`src/rtl/btn_pkg.sv`:
```
// Shared state encoding and counter-width helper for the button conditioner.
package btn_pkg;

    typedef enum logic [1:0] {
        IDLE    = 2'd0,
        CONF_HI = 2'd1,
        HELD    = 2'd2,
        CONF_LO = 2'd3
    } btn_state_e;

    // Bits needed to hold a counter whose terminal value is max_term.
    function automatic int unsigned cnt_width(input int unsigned max_term);
        return (max_term < 1) ? 1 : $clog2(max_term + 1);
    endfunction

endpackage

```
`src/rtl/btn_channel.sv`:
```
// One button: 2-flop synchronizer, debounce FSM, repeat timer; outputs registered,
// press lands DEBOUNCE_CYCLES+2 edges after a stable input change; no backpressure.
module btn_channel
    import btn_pkg::*;
#(
    parameter int unsigned DEBOUNCE_CYCLES = 1_000_000,
    parameter int unsigned REPEAT_DELAY    = 50_000_000,
    parameter int unsigned REPEAT_PERIOD   = 10_000_000
) (
    input  logic clk_i,
    input  logic rst_i,
    input  logic inp_i,
    output logic level_o,
    output logic press_o,
    output logic release_o,
    output logic rpt_o
);

    localparam int unsigned DB_W   = cnt_width(DEBOUNCE_CYCLES - 1);
    localparam int unsigned RT_MAX = (REPEAT_DELAY > REPEAT_PERIOD) ? REPEAT_DELAY - 1
                                                                    : REPEAT_PERIOD - 1;
    localparam int unsigned RT_W   = cnt_width(RT_MAX);

    localparam logic [DB_W-1:0] DB_TERM     = DB_W'(DEBOUNCE_CYCLES - 1);
    localparam logic [RT_W-1:0] DELAY_TERM  = RT_W'(REPEAT_DELAY - 1);
    localparam logic [RT_W-1:0] PERIOD_TERM = RT_W'(REPEAT_PERIOD - 1);

    logic [1:0]      sync_q;
    btn_state_e      state_q, state_d;
    logic [DB_W-1:0] db_cnt_q, db_cnt_d;
    logic [RT_W-1:0] rt_cnt_q, rt_cnt_d;
    logic            rt_per_q, rt_per_d;
    logic            level_q, level_d;
    logic            press_q, press_d;
    logic            release_q, release_d;
    logic            rpt_q, rpt_d;
    logic            s;
    logic [RT_W-1:0] rt_term;

    assign s       = sync_q[1];
    // After the first repeat the timer runs on the shorter period.
    assign rt_term = rt_per_q ? PERIOD_TERM : DELAY_TERM;

    always_comb begin
        state_d   = state_q;
        db_cnt_d  = db_cnt_q;
        rt_cnt_d  = rt_cnt_q;
        rt_per_d  = rt_per_q;
        press_d   = 1'b0;
        release_d = 1'b0;
        rpt_d     = 1'b0;
        case (state_q)
            IDLE: begin
                if (s) begin
                    state_d  = CONF_HI;
                    db_cnt_d = '0;
                end
            end
            CONF_HI: begin
                if (!s) begin
                    state_d = IDLE;
                end else if (db_cnt_q == DB_TERM) begin
                    state_d  = HELD;
                    press_d  = 1'b1;
                    rpt_d    = 1'b1;
                    rt_cnt_d = '0;
                    rt_per_d = 1'b0;
                end else begin
                    db_cnt_d = db_cnt_q + 1'b1;
                end
            end
            HELD: begin
                if (!s) begin
                    state_d  = CONF_LO;
                    db_cnt_d = '0;
                end
                if (rt_cnt_q == rt_term) begin
                    rpt_d    = 1'b1;
                    rt_cnt_d = '0;
                    rt_per_d = 1'b1;
                end else begin
                    rt_cnt_d = rt_cnt_q + 1'b1;
                end
            end
            CONF_LO: begin
                // A repeat falling due here parks at the terminal count until HELD.
                if (rt_cnt_q != rt_term) begin
                    rt_cnt_d = rt_cnt_q + 1'b1;
                end
                if (s) begin
                    state_d = HELD;
                end else if (db_cnt_q == DB_TERM) begin
                    state_d   = IDLE;
                    release_d = 1'b1;
                end else begin
                    db_cnt_d = db_cnt_q + 1'b1;
                end
            end
            default: state_d = IDLE;
        endcase
        level_d = (state_d == HELD) || (state_d == CONF_LO);
    end

    always_ff @(posedge clk_i) begin
        if (rst_i) begin
            sync_q    <= '0;
            state_q   <= IDLE;
            db_cnt_q  <= '0;
            rt_cnt_q  <= '0;
            rt_per_q  <= 1'b0;
            level_q   <= 1'b0;
            press_q   <= 1'b0;
            release_q <= 1'b0;
            rpt_q     <= 1'b0;
        end else begin
            sync_q    <= {sync_q[0], inp_i};
            state_q   <= state_d;
            db_cnt_q  <= db_cnt_d;
            rt_cnt_q  <= rt_cnt_d;
            rt_per_q  <= rt_per_d;
            level_q   <= level_d;
            press_q   <= press_d;
            release_q <= release_d;
            rpt_q     <= rpt_d;
        end
    end

    assign level_o   = level_q;
    assign press_o   = press_q;
    assign release_o = release_q;
    assign rpt_o     = rpt_q;

endmodule

```
`src/rtl/btn_debounce.sv`:
```
// N independent debounced button channels with press/release/auto-repeat pulses;
// registered outputs, DEBOUNCE_CYCLES+2 edge latency per accepted edge; no backpressure.
module btn_debounce
    import btn_pkg::*;
#(
    parameter int unsigned N_BTN           = 4,
    parameter int unsigned DEBOUNCE_CYCLES = 1_000_000,
    parameter int unsigned REPEAT_DELAY    = 50_000_000,
    parameter int unsigned REPEAT_PERIOD   = 10_000_000
) (
    input  logic             btn_debounce_clk,
    input  logic             btn_debounce_rst,
    input  logic [N_BTN-1:0] btn_debounce_inp,
    output logic [N_BTN-1:0] btn_debounce_level,
    output logic [N_BTN-1:0] btn_debounce_press,
    output logic [N_BTN-1:0] btn_debounce_release,
    output logic [N_BTN-1:0] btn_debounce_rpt
);

    for (genvar g = 0; g < N_BTN; g++) begin : g_ch
        btn_channel #(
            .DEBOUNCE_CYCLES (DEBOUNCE_CYCLES),
            .REPEAT_DELAY    (REPEAT_DELAY),
            .REPEAT_PERIOD   (REPEAT_PERIOD)
        ) u_ch (
            .clk_i     (btn_debounce_clk),
            .rst_i     (btn_debounce_rst),
            .inp_i     (btn_debounce_inp[g]),
            .level_o   (btn_debounce_level[g]),
            .press_o   (btn_debounce_press[g]),
            .release_o (btn_debounce_release[g]),
            .rpt_o     (btn_debounce_rpt[g])
        );
    end

endmodule

```
`config.mk`:
```
export PLATFORM = sky130hd
export DESIGN_NAME = btn_debounce
export DESIGN_NICKNAME = d
export VERILOG_FILES = /design/src/rtl/btn_pkg.sv /design/src/rtl/btn_channel.sv /design/src/rtl/btn_debounce.sv
export SDC_FILE = /design/constraint.sdc
export NUM_CORES = 1
export LEC_CHECK = 0
export CELL_PAD_IN_SITES_DETAIL_PLACEMENT = 2
export CELL_PAD_IN_SITES_GLOBAL_PLACEMENT = 2
export CORE_AREA = 4 4 186 188
export CTS_BUF_LIST = sky130_fd_sc_hd__clkbuf_4
export CTS_CLUSTER_SIZE = 20
export DETAILED_ROUTE_END_ITERATION = 10
export DIE_AREA = 0 0 190 192
export DONT_BUFFER_PORTS = 1
export MAX_ROUTING_LAYER = met4
export PLACE_DENSITY_LB_ADDON = 0.1
export SETUP_SLACK_MARGIN = 0.02
export SLEW_MARGIN = 10
export SYNTH_ARGS = -nofsm -noshare
export SYNTH_HDL_FRONTEND = slang
export SYNTH_SLANG_ARGS = --single-unit
```
`constraint.sdc`:
```
create_clock -name btn_debounce_clk -period 3.5 [get_ports btn_debounce_clk]
set_clock_uncertainty 0.15 [all_clocks]
set_input_delay 0.7 -clock btn_debounce_clk [delete_from_list [all_inputs] [get_ports btn_debounce_clk]]
set_output_delay 0.7 -clock btn_debounce_clk [all_outputs]
set_load 0.005 [all_outputs]
```
# Yosys cells after proc, flatten, opt, wreduce, memory -nomap -nowiden
# Index checks and enable logic that the tools add are counted.
# op_classes
n_addsub	8
mul	0
n_div	0
magnitude_cmp	0
n_eq_ne	60
shift	0
mux	108
bitwise_logic	8
n_reduce_logical	36
# op_table
op	count
$mux 26	20
$mux 20	20
$pmux 20 s4	4
$pmux 26 s3	4
$add 26x1->26 const B	4
$eq 26x26->1	4
$ne 26x26->1	4
$add 20x1->20 const B	4
$eq 20x20->1 const B	4
$mux 2	24
$reduce_and 4->1	12
$ne 2x1->1 const B	20
$eq 2x2->1 const B	16
$pmux 2 s4	4
$mux 1	24
$ne 2x2->1 const B	8
$pmux 1 s2	8
$reduce_bool 3->1	4
$reduce_or 3->1	4
$eq 2x1->1 const B	4
$logic_not 2->1	4
$not 1->1	8
$reduce_bool 2->1	4
$reduce_or 2->1	4
$logic_or 1x1->1	4
# word_totals
register_bits	220
latch_bits	0
ramBits	0
mem_bits_ro	0
in_bits	6
out_inout_bits	16
word_cells	256
n_memories	0

# Logic depth before layout (Yosys ltp)
# Gate-level depths: netlist of run 1.
# logic_depth
ltp_word	6
depth_mapped	9
depth_no_buf	8

# Hierarchy
# From an unflattened synthesis of run 1, not the netlist that was laid out.
# unflattened
hier_cells	1429
area_unflattened_um2	11685.0
# by_module_without_submodules
module	n_inst	cells_per_inst	area_each_um2	seq_area_each_um2
btn_channel (g_ch[0].u_ch ...)	3	360	2895.3	1081.0
btn_channel (g_ch[3].u_ch)	1	349	2999.1	1101.1

# Least setup slack after synthesis of run 1
# OpenSTA, ideal clock, no wires.
# synth_timing
path_type	reg-to-reg
start	register g_ch[0].u_ch.db_cnt_q[11]
end	register g_ch[0].u_ch.rt_cnt_q[23]
setup_ns	0.071
arrival_time_ns	2.380
required_time_ns	3.279
path_slack_ns	0.900
path_stages_with_launch	7
path_buffers	0
period_less_slack_ns	2.600
cell_sequence	dfxtp_1 -> or4b_4 -> nor4_4 -> a31oi_2 -> or4_4 -> or3_1 -> a21oi_1
# synth_between
elab_chain_cells	3
# synth_rtl
element	line	source
start: declaration	btn_channel.sv:30	logic [DB_W-1:0] db_cnt_q, db_cnt_d;
start signal: assignment	btn_channel.sv:118	db_cnt_q <= db_cnt_d;
$eq 20x20->1	btn_channel.sv:62	end else if (db_cnt_q == DB_TERM) begin
$ne 2x1->1 (no source line)	--	
$reduce_and 4->1 (no source line)	--	
end signal: assignment	btn_channel.sv:119	rt_cnt_q <= rt_cnt_d;
end: declaration	btn_channel.sv:31	logic [RT_W-1:0] rt_cnt_q, rt_cnt_d;
# Every way passes these cells.
# A chain may end at the register's enable or synchronous reset.

# Worst setup path after layout of run 1
# layout_timing
start	register g_ch[2].u_ch.db_cnt_q[9]
end	register g_ch[2].u_ch.rt_cnt_q[15]
# layout_between
elab_chain_cells	3
# layout_rtl
element	line
start: declaration	btn_channel.sv:30
start signal: assignment	btn_channel.sv:118
$eq 20x20->1	btn_channel.sv:62
$ne 2x1->1 (no source line)	--
$reduce_and 4->1 (no source line)	--
end signal: assignment	btn_channel.sv:119
end: declaration	btn_channel.sv:31
# Every way passes these cells.

==> results of run 1 <==
power groups by stage:
stage / logic (mW) / registers (mW) / clock network [mW]
after floorplan: 1.38 / 2.75 / 0
after global placement: 1.86 / 2.78 / 0
after detailed placement: 1.90 / 2.79 / 0
after CTS: 1.93 / 2.74 / 2.68
after global routing: 2.14 / 2.75 / 2.84
final: 1.89 / 2.74 / 2.52
path summary, 6_finish.rpt:
kind / startpoint / end / slack, ns / cells past startpoint
min reg2reg: g_ch[3].u_ch.sync_q[0] / g_ch[3].u_ch.sync_q[1] / 0.30 / 1
max reg2reg: g_ch[2].u_ch.db_cnt_q[9] / g_ch[2].u_ch.rt_cnt_q[15] / 0.40 / 7
max: g_ch[2].u_ch.db_cnt_q[9] / g_ch[2].u_ch.rt_cnt_q[15] / 0.40 / 7
min: btn_debounce_rst / g_ch[1].u_ch.rt_cnt_q[20] / 0.10 / 2
synthesized netlist by cell type (all sizes together), types with 8 or more instances:
| cell type | instances |
|---|---|
| o211ai | 13 |
| nand3 | 72 |
| xor2 | 39 |
| a21o | 14 |
| nor2 | 153 |
| a211oi | 16 |
| xnor2 | 78 |
| or2 | 9 |
| or3 | 32 |
| and3 | 34 |
| a311oi | 8 |
| a21oi | 70 |
| buf | 23 |
| or4 | 24 |
| nand2b | 10 |
| a31oi | 8 |
| dfxtp | 220 |
| nor4 | 36 |
| nor3 | 49 |
| nand4 | 46 |
| nor2b | 11 |
| and2 | 18 |
| nand2 | 102 |
| o21ai | 42 |
| nand4b | 9 |
| inv | 31 |
| clkbuf | 59 |
| ha | 28 |
| and4 | 11 |
| o31ai | 14 |
| nor4b | 16 |
| nor3b | 9 |
through the flow:
step	setup WS (ns)	instance area [um^2]	std cells	hold slack [ns]	utilization
2_1_floorplan	0.900	11400	1374	0.264	-
3_3_place_gp	0.547	11800	1764	0.289	0.356
3_5_place_dp	0.388	11800	1764	0.292	0.356
4_1_cts	0.358	12700	1886	0.00789	0.383
5_1_grt	0.0512	12700	1889	0.0188	0.384
6_report	0.400	12700	1889	0.102	0.384
routing by layer:
metal	global-route usage	up-vias	part of all wire
li1	-	5047	-
met1	0.233	5123	0.49
met2	0.301	98	0.47
met3	0.0402	56	0.028
met4	0.0562	0	0.020
met5	-	-	0
worst register-to-register path, cell delays in order (launching register included):
cell and delay (ns):
dfxtp_1 0.43, or4b_1 0.49, nor4_2 0.50, a41oi_2 0.43, buf_4 0.35, nor4_1 0.38, xnor2_1 0.16, nor2_1 0.05
cell type report:
cell class / count / area [um^2]
flip-flops and latches: 220 / 4400
diodes: 3 / 7.51
repair buffers: 30 / 258
well taps: 448 / 561
fillers: 3775 / 20400
clock inverters: 20 / 101
multi-input cells: 1041 / 6530
inverters: 31 / 116
clock buffers: 96 / 721
flip-flops by register name (all words and copies together) (netlist names):
| register | flops |
|---|---|
| g_ch.u_ch.db_cnt_q | 80 |
| g_ch.u_ch.level_o | 4 |
| g_ch.u_ch.state_q | 8 |
| g_ch.u_ch.rpt_o | 4 |
| g_ch.u_ch.rt_per_q | 4 |
| g_ch.u_ch.rt_cnt_q | 104 |
| g_ch.u_ch.release_o | 4 |
| g_ch.u_ch.press_o | 4 |
| g_ch.u_ch.sync_q | 8 |
cells by family (layout without fill, tap and decap cells):
family,Yosys count,count (layout)
XOR/XNOR,117,117
AO/OA/AOI/OAI,227,227
AND/OR/NAND/NOR,662,662
other,0,3
multiplexers,7,7
adder cells (fa/ha/maj),28,28
buffers and inverters,113,177
flip-flops,220,220
==> run metrics, run 1 <==
Hold Crit Class=primary input to flop; CP Buf/Inv Count=1; syn nets=about 1400; clock network fraction of total power=0.353; Worst Setup Start Kind=flop; total CTS buffers=between 60 and 70; Most used DFF post-synth=dfxtp_1; ys async rst share=0; commonest non-fill, non-tap cells in the layout=dfxtp_1, nor2_1, nand2_1; Yosys top cell area share=0.386; Worst-path clk slew=roughly 0.07 ns; mean routed wirelength per cell=17.1 um; Combinational Power Share=0.264; Syn Std Cell Area=0.0114 mm^2; Max FO, Critical Path=15; largest net degree at the start of global routing=59; status=finished, final reports clean; Routed Antenna Nets=0; Port-buffer cells=0; f_max=approximately 0.32 GHz; total power=about 7.1 mW; Ys Warns=0; CTS tree=yes; Critical Path End Type=flop; IR drop worst, VDD=approximately 0.32 mV; post-CTS sizing=0; Tmin final=just over 3 ns; Setup violations, final=0; Slowest-stage cell, CP=nor4_2; WS Path Type=flop to flop; Starting Density=0.345; P_sw=between 2 and 3 mW; DP Wirelength=around 21 mm; final cycle utilization of the critical path=0.886; total track usage=0.185; first-pass GRT wire length=55.3 mm; H-tree Lvls=3; Final Max Tran Viols=0; P per Cell Area=563 mW/mm^2; CTS Root Cell=clkbuf_4; Avg Cell Area, Syn=about 8.3 um^2; leakage=4.11 nW; simple logic cell fraction of the synthesized area=0.314; drt initial violations=~330; post-synth cell types=74; Sink Count=220; number of setup buffers added after CTS=0; switching power share of the total=0.365; EDFF count, synth=0; Cells after Synth=1374; Largest stage delay, worst path=about 0.50 ns; Hold-fix buffers, CTS=6; Synth area leader=dfxtp_1; Sequential Power Share=0.383; largest family of logic cells by synthesized area=simple AND/OR/NAND/NOR gates; Pint=roughly 4.5 mW; Crit path max-delay family=simple AND/OR/NAND/NOR gates; Synth Area in Compound Gates=0.131; die height=192 um; Max-Cap Viols=0; #FFs+latches synth=220; initial antenna violation count=2; Layout area overhead=11.2%; layout cells sized above 1=0.106; CP Cell Sequence=or4b_1, nor4_2, a41oi_2, buf_4, nor4_1, xnor2_1, nor2_1; grt ovf=0; DRC=0; Fin Setup TNS=0 ns; unrepaired setup endpoints after global routing=false; I/O pin count=22; Fin. Hold Viols=0; final WL=32.4 mm; total die area=about 0.036 mm^2; via/cell ratio=5.47; post-synthesis mux area share=0.00635; most common cell after layout, fill and taps aside=dfxtp_1; Data required, critical path=just under 4 ns; register area share after synthesis=0.386; DR vias=approximately 10000; Adder-Cell Fraction of Synth Area=0.0307; Nets=roughly 1400; vias in the first global route=around 11000; Max clock buf depth=3; Placer Congestion=about 0.77; First-pass DRT Iterations=4; core area=roughly 0.033 mm^2; row count=between 60 and 70; CP arrival=roughly 3.5 ns; largest cells by area after synthesis=dfxtp_1, xnor2_1, nor2_1, nand2_1, nand3_1; Synth Area in XOR/XNOR=0.0897; Slew Limit Headroom=0.378; DIE WIDTH=190 um; Clock Latency Late Sink=around 0.70 ns; Slew @ Worst Pin=a little over 0.9 ns
(Power assumes the default switching activity.)
==> run 2: changes to the inputs <==
- CORE_AREA: 4 4 186 188 -> 4 4 188 190
- DIE_AREA: 0 0 190 192 -> 0 0 192 194
- SYNTH_HIERARCHICAL: default -> 1
==> run 2 against run 1 <==
Compared with the run above: synthesized area increased by 2.3%; clock power decreased by 4%; core utilization grew 0.89 points; register-to-register slack better by 0.05 ns; global-route usage rose by 0.81 points; non-clock buffer count rose by 12; synthesized cell count grew 4.0%; critical endpoint is now g_ch[3].u_ch/rt_cnt_q[0]; largest power group unchanged; highest routed layer unchanged.
==> run metrics, run 2 <==
grt ovf=0; Max-Cap Viols=0; H-tree Lvls=3; Ys Warns=6; drt initial violations=between 400 and 500; Fin Setup TNS=0 ns; routing usage on met2=0.316; final core utilization=0.392; Avg Cell Area, Syn=roughly 8.2 um^2; DP Wirelength=about 24 mm; Max FO, Critical Path=19; top-count cell post-synth=dfxtp_1; largest cells by area after synthesis=dfxtp_1, nor2_1, nand3_1, o21ai_0, a21oi_1; Worst Setup Start Kind=flop; First-pass DRT Iterations=4; Pint=around 4.3 mW; DRC=0; max FFs per register=104; ys async rst share=0; f_max=between 0.3 and 0.4 GHz; core area=0.0334 mm^2; commonest non-fill, non-tap cells in the layout=dfxtp_1, nor2_1, nand2_1; busiest grt layer=met2; Worst-path clk slew=0.06 ns; Synth area leader=dfxtp_1; Starting Density=0.349; WS Path Type=flop to flop; die height=about 190 um; via/cell ratio=about 5.6; Layout area overhead=12.3%; vias in the first global route=approximately 12000; met3 global-route usage=0.0369; CP Buf/Inv Count=2; Hold Crit Class=primary input to flop; Tmin final=roughly 3.0 ns; met1 Use GR=0.243; CTS tree=yes; Sequential Power Share=0.386; Yosys top cell area share=0.372; Nets=about 1500; Most used DFF post-synth=dfxtp_1; Routed Antenna Nets=0; Slew Limit Headroom=0.449; Slowest-stage cell, CP=or4_4; CP arrival=3.53 ns; commonest cells in the netlist=dfxtp_1, nor2_1, nand2_1, nand3_1, o21ai_0; register area=between 0.004 and 0.005 mm^2; Placer Congestion=0.777; Clock Latency Late Sink=roughly 0.70 ns; I/O pin count=22; Syn Std Cell Area=0.0117 mm^2; syn nets=around 1500; Port-buffer cells=0; Combinational Power Share=0.255; total die area=between 0.03 and 0.04 mm^2; final cycle utilization of the critical path=0.870; multi-input logic area=0.00687 mm^2; status=finished, final reports clean; CP Cell Sequence=ha_1, clkinv_1, or4_4, o41a_1, buf_4, a211oi_1, mux2i_1, nor2_1; unrepaired setup endpoints after global routing=false; Largest stage delay, worst path=between 0.6 and 0.7 ns; number of setup buffers added after CTS=0; Critical Path End Type=flop; #FFs+latches synth=approximately 220; DIE WIDTH=192 um; IR drop worst, VDD=between 0.2 and 0.25 mV; Biggest register=g_ch.u_ch/rt_cnt_q; Final Max Tran Viols=0; CTS Root Cell=clkbuf_4; switching power share of the total=0.361; final WL=about 35 mm; Setup violations, final=0; P_sw=2.44 mW; mean routed wirelength per cell=between 15 and 20 um; Data required, critical path=a little under 4 ns; EDFF count, synth=0; Fin. Hold Viols=0; largest registers=g_ch.u_ch/rt_cnt_q (104), g_ch.u_ch/db_cnt_q (80), g_ch.u_ch/sync_q (8); Max clock buf depth=3; total CTS buffers=69; most common cell after layout, fill and taps aside=dfxtp_1; initial antenna violation count=1; register area share after synthesis=0.372; Crit path max-delay family=compound AO/OA/AOI/OAI gates; filler cell count=between 3000 and 4000; first-pass GRT wire length=59.4 mm; DR vias=roughly 11000; row count=67; post-synth cell types=between 60 and 70; Sink Count=about 220; Slew @ Worst Pin=around 0.82 ns; Cells after Synth=about 1400; layout cells sized above 1=0.130; total track usage=0.193; clock network fraction of total power=0.359; largest net degree at the start of global routing=42; P per Cell Area=slightly above 500 mW/mm^2; leakage=4.24 nW
[run 2: tightest hold or removal path, stage by stage]
cell	delay (ns)
nor2_1	0.04
nand3_1	0.07
nand2_1	0.04
[run 2: final timing paths]
check / start / endpoint / slack [ns] / cells after the start
worst min-delay path: btn_debounce_rst / g_ch[0].u_ch/db_cnt_q[6] / 0.09 / 3
worst max-delay path: g_ch[3].u_ch/db_cnt_q[0] / g_ch[3].u_ch/rt_cnt_q[0] / 0.45 / 8
worst max register to register: g_ch[3].u_ch/db_cnt_q[0] / g_ch[3].u_ch/rt_cnt_q[0] / 0.45 / 8
worst min register to register: g_ch[1].u_ch/sync_q[0] / g_ch[1].u_ch/sync_q[1] / 0.31 / 1
[run 2: area by class of cell]
type,count,area share
multi-input combinational,1093,0.523
sequential,217,0.331
clock buffer,95,0.0543
tap,448,0.0427
timing repair buffer,42,0.0259
inverter,59,0.0169
clock inverter,20,0.00582
antenna,1,0.000191
[run 2: cells by family (layout without fill, tap and decap cells)]
family | Yosys count | in the layout | synth area share
compound gates | 300 | 300 | 0.166
simple gates | 665 | 665 | 0.313
fa+ha+maj | 28 | 28 | 0.0300
flops | 217 | 217 | 0.372
mux | 25 | 25 | 0.0217
buf+inv | 119 | 216 | 0.0406
other cells | 0 | 1 | 0
xor+xnor | 75 | 75 | 0.0562
[run 2: power by group through the flow]
stage	combinational (mW)	sequential, mW	clock (mW)
floorplan	1.25	2.64	0
global placement	1.68	2.66	0
detailed placement	1.72	2.67	0
CTS	1.75	2.62	2.58
global route	1.95	2.63	2.72
finish	1.73	2.61	2.43
[run 2: what timing repair did]
| item | 4_1_cts | 5_1_grt |
|---|---|---|
| gates resized for setup | 0 | 0 |
| hold buffers | 6 | 0 |
| hold endpoints to repair | 40 | 0 |
[run 2: per-layer routing]
metal | wire, um | vias to the layer above | share of wire
met4 | 537 | 0 | 0.015
li1 | - | 5379 | -
met3 | 1090 | 43 | 0.031
met2 | 16800 | 111 | 0.48
met5 | 0 | - | 0
met1 | 16700 | 5544 | 0.48
[run 2: per-stage QoR]
stage	hold slack, ns	power [mW]	worst slack (ns)	instances	area (um^2)
2_1_floorplan	0.264	3.89	0.795	1429	11700
3_3_place_gp	0.273	4.34	0.586	1853	12300
3_5_place_dp	0.300	4.40	0.396	1853	12300
4_1_cts	0.000111	6.95	0.419	1974	13100
5_1_grt	0.0191	7.30	0.169	1975	13100
6_report	0.0919	6.78	0.454	1975	13100
==> run 3: changes to the inputs <==
- CORE_AREA: 4 4 188 190 -> 2 2 186 188
- CTS_CLUSTER_DIAMETER: default -> 60
- DIE_AREA: 0 0 192 194 -> 0 0 188 190
==> run 3 against run 2 <==
Compared with the run above: worst hold slack better by 0.030 ns; critical path depth down 2; critical path type unchanged; count of clock-buffer cells in the layout down 63; largest cell class unchanged; flip-flop and latch count unchanged; highest routed layer unchanged; routed wire length down 1.9%.
==> run metrics, run 3 (synthesis results as in run 2) <==
initial antenna violation count=1; Setup violations, final=0; hold-critical path depth=2; Tmin final=roughly 3.1 ns; Worst Hold Launch=btn_debounce_rst; CP arrival=3.69 ns; First-pass DRT Iterations=4; largest net degree at the start of global routing=54; leakage=approximately 4.0 nW; largest registers=g_ch.u_ch/rt_cnt_q (104), g_ch.u_ch/db_cnt_q (80), g_ch.u_ch/sync_q (8); DP Wirelength=between 20 and 25 mm; Sink Count=between 200 and 250; Max clock buf depth=3; Worst Reg-to-Reg Cells=6; Port-buffer cells=0; H-tree Lvls=1; most common cell after layout, fill and taps aside=dfxtp_1; unrepaired setup endpoints after global routing=false; CTS Root Cell=clkbuf_4; max FFs per register=between 100 and 150; DR vias=approximately 11000; core area=about 0.034 mm^2; Fin Setup TNS=0 ns; Final Max Tran Viols=0; status=finished, final reports clean; Setup crit start=g_ch[3].u_ch/db_cnt_q[18]; final core utilization=0.377; row count=68; Slew Limit Headroom=0.334; via/cell ratio=between 5 and 6; f_max=about 0.32 GHz; WS Path Type=flop to flop; Layout area overhead=9.63%; Critical Path End Type=flop; Slew @ Worst Pin=approximately 0.99 ns; Biggest register=g_ch.u_ch/rt_cnt_q; R2R Path Start=g_ch[3].u_ch/db_cnt_q[18]; Placer Congestion=around 0.75; total die area=0.0357 mm^2; final cycle utilization of the critical path=0.894; Nets=between 1000 and 1500; Clock Latency Late Sink=around 0.80 ns; vias in the first global route=approximately 11000; Max-Cap Viols=0; Data required, critical path=4.06 ns; number of setup buffers added after CTS=0; layout cells sized above 1=0.101; drt initial violations=around 330; WHS=~0.12 ns; mean routed wirelength per cell=between 15 and 20 um; DIE WIDTH=188 um; P per Cell Area=a little under 500 mW/mm^2; I/O pin count=22; CTS tree=yes; first-pass GRT wire length=58.4 mm; DRC=0; post-layout instance area=~0.013 mm^2; commonest non-fill, non-tap cells in the layout=dfxtp_1, nor2_1, nand2_1; final WL=approximately 35 mm; Starting Density=0.344; Fin. Hold Viols=0; die height=190 um; Max FO, Critical Path=15; Worst-path clk slew=between 0.1 and 0.15 ns; total CTS buffers=30; total power=just over 6 mW; Routed Antenna Nets=0; filler cell count=slightly below 4000; IR drop worst, VDD=0.307 mV; Worst Setup Start Kind=flop; grt ovf=0; Hold Crit Class=primary input to flop; Post-DP Area=about 0.012 mm^2; total track usage=0.200
run 3: layer usage:
metal  routed length (um)  share of wire  global-route usage  up-vias
met5                    0              0                   -        -
met4                  742          0.022              0.0472        0
met1                17000           0.49               0.262     5323
met2                16000           0.46               0.330       81
met3                  795          0.023              0.0258       49
li1                     -              -                   -     5265
run 3: final timing paths:
kind	slack, ns	end
worst max-delay path	0.37	g_ch[3].u_ch/rt_cnt_q[17]
worst min-delay path	0.12	g_ch[3].u_ch/rt_cnt_q[1]
worst max register to register	0.37	g_ch[3].u_ch/rt_cnt_q[17]
worst min register to register	0.31	g_ch[1].u_ch/sync_q[1]
run 3: stage by stage:
stage | std cells | worst slack (ns)
global route | 1920 | 0.168
CTS | 1919 | 0.353
floorplan | 1429 | 0.795
finish | 1920 | 0.370
global placement | 1857 | 0.460
detailed placement | 1857 | 0.365
run 3: timing repair:
item                                   CTS  global route
endpoints found under the hold margin   49             0
hold buffers                             6             0
gates resized for setup                  0             0
run 3: cell type report:
cell class	instances	area, um^2	area share
diodes	1	2.50	0.000195
clock buffers	32	240	0.0188
clock inverters	24	240	0.0188
inverters	59	221	0.0173
multi-input cells	1093	6870	0.536
flip-flops and latches	217	4340	0.339
well taps	455	569	0.0444
repair buffers	39	325	0.0254
run 3: power by group:
group          switching (mW)  internal [mW]  total [mW]
Sequential             0.0797           2.53        2.61
Clock                    1.16          0.680        1.84
Combinational            1.18          0.543        1.72
Total                    2.42           3.75        6.17
run 3: worst max-delay path, cell delays in order (launching register included):
cell,delay [ns]
dfxtp_1,0.42
or4b_1,0.46
or4_4,0.52
o41a_1,0.57
a21o_1,0.36
or3_1,0.40
a21oi_1,0.16
